## src/rtl/mul_sequencer.sv

```systemverilog
// Multi-cycle shift-add multiplier sequencer for the EX-stage MUL path; freezes the pipeline while iterating.
// Optional build macro MUL_EARLY_TERM_EN: finish as soon as the remaining multiplier bits are all zero.
`timescale 1ns/1ps

module mul_sequencer #(
    parameter int WIDTH     = 32,
    parameter int STEP_BITS = 1
) (
    input  logic             clk,
    input  logic             reset,
    input  logic             start,
    input  logic             abort,
    input  logic [WIDTH-1:0] operand_a,
    input  logic [WIDTH-1:0] operand_b,
    output logic [WIDTH-1:0] result,
    output logic             done,
    output logic             stall,
    output logic             busy
);

    localparam int STEPS = WIDTH / STEP_BITS;
    localparam int CNT_W = $clog2(STEPS + 1);

    typedef enum logic [1:0] {IDLE, RUN, DONE} state_t;

    state_t           state, state_next;
    logic [WIDTH-1:0] mcand, mplier, acc;
    logic [WIDTH-1:0] partial, acc_step, mplier_shift;
    logic [CNT_W-1:0] cnt;
    logic             last_step;

    // Partial product of one multiplier digit: sum of the shifted multiplicand per set bit.
    always_comb begin
        partial = '0;
        for (int i = 0; i < STEP_BITS; i++) begin
            if (mplier[i]) partial = partial + (mcand << i);
        end
    end

    assign acc_step     = acc + partial;
    assign mplier_shift = mplier >> STEP_BITS;

`ifdef MUL_EARLY_TERM_EN
    assign last_step = (cnt == CNT_W'(1)) || (mplier_shift == '0);
`else
    assign last_step = (cnt == CNT_W'(1));
`endif

    always_comb begin
        // NOTE: every output of this block gets a default first so no latch is inferred.
        state_next = state;
        stall      = 1'b0;
        case (state)
            IDLE: begin
                if (start && !abort) begin
                    state_next = RUN;
                    stall      = 1'b1;
                end
            end
            RUN: begin
                stall = 1'b1;
                if (abort)          state_next = IDLE;
                else if (last_step) state_next = DONE;
            end
            DONE:    state_next = IDLE;
            default: state_next = IDLE;
        endcase
    end

    assign done = (state == DONE);
    assign busy = (state != IDLE);

    // Result is only written on the final step, so an aborted run leaves the previous product visible.
    always_ff @(posedge clk) begin
        if (reset) begin
            state  <= IDLE;
            mcand  <= '0;
            mplier <= '0;
            acc    <= '0;
            cnt    <= '0;
            result <= '0;
        end else begin
            state <= state_next;
            case (state)
                IDLE: begin
                    if (start && !abort) begin
                        mcand  <= operand_a;
                        mplier <= operand_b;
                        acc    <= '0;
                        cnt    <= CNT_W'(STEPS);
                    end
                end
                RUN: begin
                    if (!abort) begin
                        acc    <= acc_step;
                        mcand  <= mcand << STEP_BITS;
                        mplier <= mplier_shift;
                        cnt    <= cnt - CNT_W'(1);
                        if (last_step) result <= acc_step;
                    end
                end
                default: ;
            endcase
        end
    end

endmodule

```

## config.mk

```make
export PLATFORM = sky130hd
export DESIGN_NAME = mul_sequencer
export DESIGN_NICKNAME = d
export VERILOG_FILES = /design/src/rtl/mul_sequencer.sv
export SDC_FILE = /design/constraint.sdc
export NUM_CORES = 1
export LEC_CHECK = 0
export ABC_CLOCK_PERIOD_IN_PS = 3000
export BUFFER_PORTS_ARGS = -buffer_cell sky130_fd_sc_hd__buf_2
export CAP_MARGIN = 20
export CORE_ASPECT_RATIO = 0.6
export CORE_MARGIN = 5
export CORE_UTILIZATION = 52
export CTS_CLUSTER_SIZE = 28
export DETAILED_ROUTE_END_ITERATION = 12
export GPL_TIMING_DRIVEN = 0
export PLACE_DENSITY = 0.77
export SLEW_MARGIN = 40
export SYNTH_ARGS = -nofsm -noshare
export SYNTH_HDL_FRONTEND = slang
export SYNTH_SLANG_ARGS = --single-unit
```

## constraint.sdc

```tcl
create_clock -name clk -period 3 [get_ports clk]
set_input_delay 0.45 -clock clk [delete_from_list [all_inputs] [get_ports clk]]
set_output_delay 0.45 -clock clk [all_outputs]
set_load 0.01 [all_outputs]
```

==> key figures, run 1 <==
Status
  – Outcome: completed

Layout
  – Fill cells: 1100
  – Post-Layout Cell Count: 1160
  – Ant. Diodes: 0
  – Design area: 8550 um^2
  – Fin nets: 1079
  – Post-layout util: 65.5%
  – Layout cell share with drive strength beyond 1: 18.4%
  – P&R area growth vs syn: 21.4%

Route
  – Post-Route M1 WL: 10600 um
  – Drt pass-1 iters: 6
  – Routed WL per cell: 18.4 um
  – Post-route ant nets: 0
  – Top Metal Used: met4
  – DRT iter0 DRCs: 890
  – Detailed Route WL: 21400 um
  – Met2 WL: 8340 um
  – Via density: 6.03
  – Via count: 6993
  – Drc violations: 0
  – Wire length on met3: 2270 um

Clocking
  – Clock slew at reported path FFs: 0.07 ns
  – Total CTS buffers: 17
  – CTS tree: yes
  – Clock Latency Late Sink: 0.42 ns
  – Clk sinks: 136
  – Clock H-tree levels: 4
  – CTS Buffer Depth: 2
  – CTS Root Cell: clkbuf_16
  – CTS hold repair buffers: 0

Yosys
  – Register area share after synthesis: 38.6%
  – Fraction of registers with async set/reset: 0%
  – Largest area contributor in the netlist: dfxtp_1
  – Synth cell count leaders: dfxtp_1 (136), nand2_1 (118), a21oi_1 (105)
  – Post-Syn Instances: 853
  – Syn_area_per_cell: 8.26 um^2
  – Post-synth cell types: 64
  – Seq cells post-synth: 136
  – Post-Syn Area: 7050 um^2
  – Area contributors post-synth: dfxtp_1 (39%), a21oi_1 (7.5%), a22oi_1 (6.6%)
  – Number of synthesized flops with an enable pin: 0
  – Main synth FF type: dfxtp_1
  – Count leader, synth: dfxtp_1
  – Net Count, Synth: 955
  – Synth Warn #: 0
  – Area share of the largest cell type after synthesis: 38.6%

Critical path
  – Worst EP required: 3.31 ns
  – CP Launch Type: register
  – CP cell instances: clkbuf_8 -> and2_1 -> ha_2 -> fa_2 -> a21oi_4 -> o21ai_2 -> a221oi_4 -> o21bai_1 -> a21oi_2 -> o31a_1 -> buf_4 -> xnor2_1 -> a22o_1
  – Crit. Startpoint: mplier[0]$_SDFFE_PP0P_
  – CP Capture Type: register
  – Arr. time, crit path: 3.27 ns
  – CP max stage cell: fa_2
  – CP Max Fanout: 10
  – Crit-path max cell delay: 0.40 ns
  – FF-to-FF setup slack: 0.04 ns
  – Crit Path Category: reg -> reg
  – Reg2reg start: mplier[0]$_SDFFE_PP0P_

Floorplan
  – IO Count: 103
  – Die Y-Extent: 100 um
  – Core Area: 13100 um^2
  – Starting density of the core: 54.0%
  – Row cnt: 32
  – Die area: 16100 um^2
  – Die width: 160 um

STA
  – Setup_tns: 0 ns
  – Peak Freq: 0.338 GHz
  – Max Clock Skew: 0.00881 ns
  – Worst-Margin Slew: 0.805 ns
  – Final worst path period share: 98.7%
  – Slew HR: 46.1%
  – Endpoints failing hold: 0
  – Final setup viols: 0
  – Count of final max-slew check failures: 0
  – Post-layout min period: 2.96 ns
  – RSZ-0062 raised after global routing: yes

GRT
  – Initial antenna violation count: 0
  – Largest net degree at the start of global routing: 17
  – GRT overflow: 0
  – Number of global-route vias before repair: 6304
  – Total Routing Usage GR: 26.0%
  – First-pass GRT wire length: 33600 um

Flow run
  – Maxcap violations: 0

Placement
  – DP Cell Count: 1124
  – Area after DPL: 7770 um^2
  – Hpwl dp: 15500 um
  – GP Congestion: 0.998
  – Port bufs: 101

Power and ir drop
  – Leakage power: 3.54 nW
  – Maximum VDD drop: 0.383 mV
  – Tot Pwr: 4.52 mW
  – PwrDens: 528 nW/um^2

Worst hold path
  – Worst Hold Launch: operand_b[31]
  – HP Class: in -> reg
==> state kept, by name (all words and copies together), names as in the netlist <==
| register | flops |
|---|---|
| state | 2 |
| cnt | 6 |
| result | 32 |
| acc | 32 |
| mcand | 32 |
| mplier | 32 |
==> logic make-up (layout without fill, tap and decap cells) <==
group / after synthesis / count (layout) / share of synthesized area, %
simple gates: 297 / 297 / 19.8
compound gates: 271 / 271 / 25.8
flops: 136 / 136 / 38.6
buf+inv: 71 / 208 / 3.94
fa+ha+maj: 34 / 34 / 6.14
xor+xnor: 30 / 30 / 3.73
mux: 14 / 14 / 1.99
==> metrics by stage <==
stage	setup WS [ns]	hold WS (ns)
finish	0.0397	0.300
global route	-0.0347	0.296
CTS	0.0116	0.288
detailed placement	-0.434	0.447
global placement	-0.424	0.440
floorplan	0.206	0.426
==> placed cells by master (no fill, tap or decap), types with 4 or more instances in the layout <==
| cell | synthesis | routed |
|---|---|---|
| dfxtp_1 | 136 | 135 |
| nand2_1 | 118 | 118 |
| buf_2 | 3 | 104 |
| a21oi_1 | 105 | 98 |
| nor2_1 | 69 | 68 |
| a22oi_1 | 62 | 62 |
| clkbuf_1 | 50 | 46 |
| and2_1 | 35 | 33 |
| ha_1 | 33 | 31 |
| xnor2_1 | 21 | 21 |
| a211oi_1 | 19 | 18 |
| nor3_1 | 17 | 17 |
| clkbuf_16 | 0 | 17 |
| nand3_1 | 15 | 14 |
| mux2i_1 | 14 | 14 |
| inv_1 | 13 | 13 |
| o21ai_0 | 14 | 12 |
| a22o_1 | 12 | 12 |
| xor2_1 | 9 | 9 |
| a21oi_2 | 3 | 8 |
| a21o_1 | 8 | 8 |
| and3_1 | 5 | 5 |
| a31oi_1 | 6 | 5 |
| o21ai_1 | 4 | 5 |
| inv_6 | 0 | 5 |
| buf_4 | 0 | 5 |
| o21bai_1 | 4 | 4 |
| nor4_1 | 4 | 4 |
| o211ai_1 | 4 | 4 |
| o21a_1 | 4 | 4 |
==> area by class of cell <==
type | count | area, um^2 | area share (%)
inverter | 14 | 52.6 | 0.614
tap | 170 | 213 | 2.49
buffer | 56 | 239 | 2.79
clock inverter | 15 | 209 | 2.44
sequential | 136 | 2730 | 31.9
multi-input combinational | 646 | 4150 | 48.5
clock buffer | 17 | 425 | 4.97
timing repair buffer | 106 | 543 | 6.35
==> path summary, 6_finish.rpt <==
path | endpoint | cells past startpoint
min reg2reg | mplier[21]$_SDFFE_PP0P_ | 2
max | acc[20]$_SDFFE_PP0P_ | 13
min | mplier[31]$_SDFFE_PP0P_ | 3
max reg2reg | acc[20]$_SDFFE_PP0P_ | 13
==> report_power, final <==
part | switching [mW] | total (mW) | internal (mW)
Sequential | 0.0443 | 1.91 | 1.86
Combinational | 0.219 | 0.342 | 0.123
Clock | 0.920 | 2.27 | 1.35
==> layer usage <==
metal  GRT usage (%)  vias to the layer above
li1                -                     3316
met1            41.5                     3307
met2            34.7                      355
met3            6.89                       15
met4            4.56                        0
met5               0                        -
==> worst max-delay path: cells and delay by family (launching register included) <==
kind / cells / cell delay [ns]
compound gates: 7 / 1.35
fa+ha+maj: 2 / 0.60
flops: 1 / 0.37
buf+inv: 2 / 0.30
simple gates: 1 / 0.15
xor+xnor: 1 / 0.06
==> what timing repair did <==
item | CTS | global route
buffers inserted | 4 | 1
resized for setup | 18 | 18
pin swaps | 6 | 8
endpoints found under the setup margin | 32 | 22
No activity file was read; power rests on OpenSTA's default activity.
==> run 2: changes to the inputs <==
--- a/config.mk
+++ b/config.mk
@@ -14,7 +14,8 @@
 export CTS_CLUSTER_SIZE = 28
 export DETAILED_ROUTE_END_ITERATION = 12
 export GPL_TIMING_DRIVEN = 0
-export PLACE_DENSITY = 0.77
+export PLACE_DENSITY = 0.76
+export REMOVE_ABC_BUFFERS = 1
 export SLEW_MARGIN = 40
 export SYNTH_ARGS = -nofsm -noshare
 export SYNTH_HDL_FRONTEND = slang
==> key figures, run 2 (synthesis results as in run 1) <==
STA
  – Endpoints failing hold: 0 (unchanged)
  – WHS: 0.300 ns (-0.0000700 ns)
  – Slew HR: 44.8% (-1.3 points)
  – Post-layout min period: 2.94 ns (-0.0214 ns)
  – Final setup viols: 0 (unchanged)
  – Peak Freq: 0.340 GHz (+0.73%)
  – Max Clock Skew: 0.00909 ns (+0.000278 ns)
  – Final worst path period share: 98.0% (-0.71 points)
  – Fin worst setup slack: 0.0611 ns (+0.0214 ns)
  – Count of final max-slew check failures: 0 (unchanged)
  – RSZ-0062 raised after global routing: yes
  – Worst-Margin Slew: 0.827 ns (+0.0222 ns)

GRT
  – GRT overflow: 0 (unchanged)
  – Number of global-route vias before repair: 6118 (-3.0%)
  – Total Routing Usage GR: 23.4% (-2.6 points)
  – Initial antenna violation count: 0 (unchanged)
  – Largest net degree at the start of global routing: 86 (+69)
  – First-pass GRT wire length: 30900 um (-8.1%)

Floorplan
  – Core Area: 13100 um^2 (unchanged)
  – Die area: 16100 um^2 (unchanged)
  – Die width: 160 um (unchanged)
  – Starting density of the core: 54.0% (unchanged)
  – Row cnt: 32 (unchanged)
  – Die Y-Extent: 100 um (unchanged)
  – IO Count: 103 (unchanged)

Placement
  – Port bufs: 102 (+0.99%)
  – GP Congestion: 0.903 (-9.6%)
  – Hpwl dp: 12600 um (-19%)
  – Setup WS pre-CTS: -0.286 ns (+0.148 ns)
  – Area after DPL: 7790 um^2 (+0.29%)

Power and ir drop
  – Maximum VDD drop: 0.317 mV (-17%)
  – Tot Pwr: 4.48 mW (-0.91%)
  – Leakage power: 3.57 nW (+0.79%)
  – PwrDens: 522 nW/um^2 (-1.2%)

Critical path
  – Crit Path Category: reg -> reg
  – CP Max Fanout: 18 (+8)
  – Crit path max-delay family: compound AO/OA/AOI/OAI gates
  – Crit path buffers/inverters: 0 (-2)
  – CP Launch Type: register
  – Worst EP required: 3.31 ns (about the same)
  – Crit-path max cell delay: 0.47 ns (+0.07 ns)
  – CP max stage cell: dfxtp_4
  – CP cell instances: and2_1 -> ha_1 -> fa_2 -> a21oi_4 -> o21ai_2 -> a221oi_4 -> o31a_4 -> o21ai_4 -> a21oi_4 -> and4_1 -> a311o_1
  – Arr. time, crit path: 3.25 ns (-0.02 ns)
  – Most frequent CP cell: a21oi_4
  – CP Capture Type: register

Clocking
  – CTS tree: yes
  – CTS Buffer Depth: 2 (unchanged)
  – CTS hold repair buffers: 0 (unchanged)
  – Total CTS buffers: 17 (unchanged)
  – Clock H-tree levels: 4 (unchanged)
  – CTS Root Cell: clkbuf_16
  – Clk sinks: 136 (unchanged)
  – Clock slew at reported path FFs: 0.07 ns (about the same)
  – Clock Latency Late Sink: 0.42 ns (about the same)

Layout
  – Most common cell after layout, fill and taps aside: dfxtp_1
  – Fin nets: 1037 (-3.9%)
  – Design area: 8580 um^2 (+0.28%)
  – P&R area growth vs syn: 21.7%
  – Most frequent cells in the layout: dfxtp_1 (135), nand2_1 (118), a21oi_1 (101), buf_2 (101), nor2_1 (63)
  – Post-layout util: 65.7% (+0.18 points)
  – Layout cell share with drive strength beyond 1: 20.0% (+1.7 points)
  – Ant. Diodes: 0 (unchanged)

Route
  – Via count: 6598 (-5.6%)
  – Drt pass-1 iters: 5 (-1)
  – Via density: 5.90 (-2.1%)
  – Drc violations: 0 (unchanged)
  – Post-route ant nets: 0 (unchanged)
  – Detailed Route WL: 18800 um (-12%)
  – DRT iter0 DRCs: 552 (-38%)
  – Routed WL per cell: 16.8 um (-8.6%)

Worst hold path
  – HP Class: in -> reg

Flow run
  – Maxcap violations: 0 (unchanged)

Status
  – Outcome: completed
-- run 2: area by class of cell --
class / instances / area (um^2)
Clock buffer: 18 / 439
Clock inverter: 14 / 188
Fill cell: 1098 / 4480
Inverter: 14 / 52.6
Multi-Input combinational cell: 647 / 4190
Sequential cell: 136 / 2730
Tap cell: 170 / 213
Timing Repair Buffer: 119 / 767
-- run 2: path summary, 6_finish.rpt --
kind                                 from                       to  slack (ns)  depth (start not counted)
setup / recovery   mplier[0]$_SDFFE_PP0P_  result[26]$_SDFFE_PP0P_        0.06                         11
hold / removal              operand_b[10]  mplier[10]$_SDFFE_PP0P_        0.30                          3
setup reg to reg   mplier[0]$_SDFFE_PP0P_  result[26]$_SDFFE_PP0P_        0.06                         11
hold reg to reg   result[18]$_SDFFE_PP0P_  result[18]$_SDFFE_PP0P_        0.45                          2
-- run 2: routing by layer --
| metal | GRT usage [%] | share of wire [%] | up-vias |
|---|---|---|---|
| met5 | 0 | 0 | - |
| met4 | 6.87 | 1.6 | 0 |
| met3 | 6.32 | 8.3 | 34 |
| met2 | 33.8 | 42 | 272 |
| met1 | 34.2 | 48 | 3043 |
| li1 | - | - | 3249 |
-- run 2: through the flow --
step | setup TNS, ns | std cells
floorplan | -126.58 | 796
global placement | -386.46 | 1068
detailed placement | -2.80 | 1078
CTS | 0 | 1116
global route | -0.0307 | 1118
finish | 0 | 1118
-- run 2: power by group --
group          internal [mW]  switching, mW  leakage [nW]
clock                   1.35          0.873         0.298
combinational          0.141          0.200          2.17
sequential              1.87         0.0441          1.11
total                   3.36           1.12          3.57
-- run 2: what timing repair did --
action	CTS	global route
setup buffers	5	2
pin swaps	3	5
gates resized for setup	6	17
setup endpoints to repair	21	18
gates cloned	1	0
-- run 2: worst register-to-register path, cell delays in order, from the launching register on --
cell and delay, ns:
dfxtp_4 0.47, and2_1 0.17, ha_1 0.19, fa_2 0.28, a21oi_4 0.08, o21ai_2 0.26, a221oi_4 0.12, o31a_4 0.38
o21ai_4 0.28, a21oi_4 0.12, and4_1 0.22, a311o_1 0.26
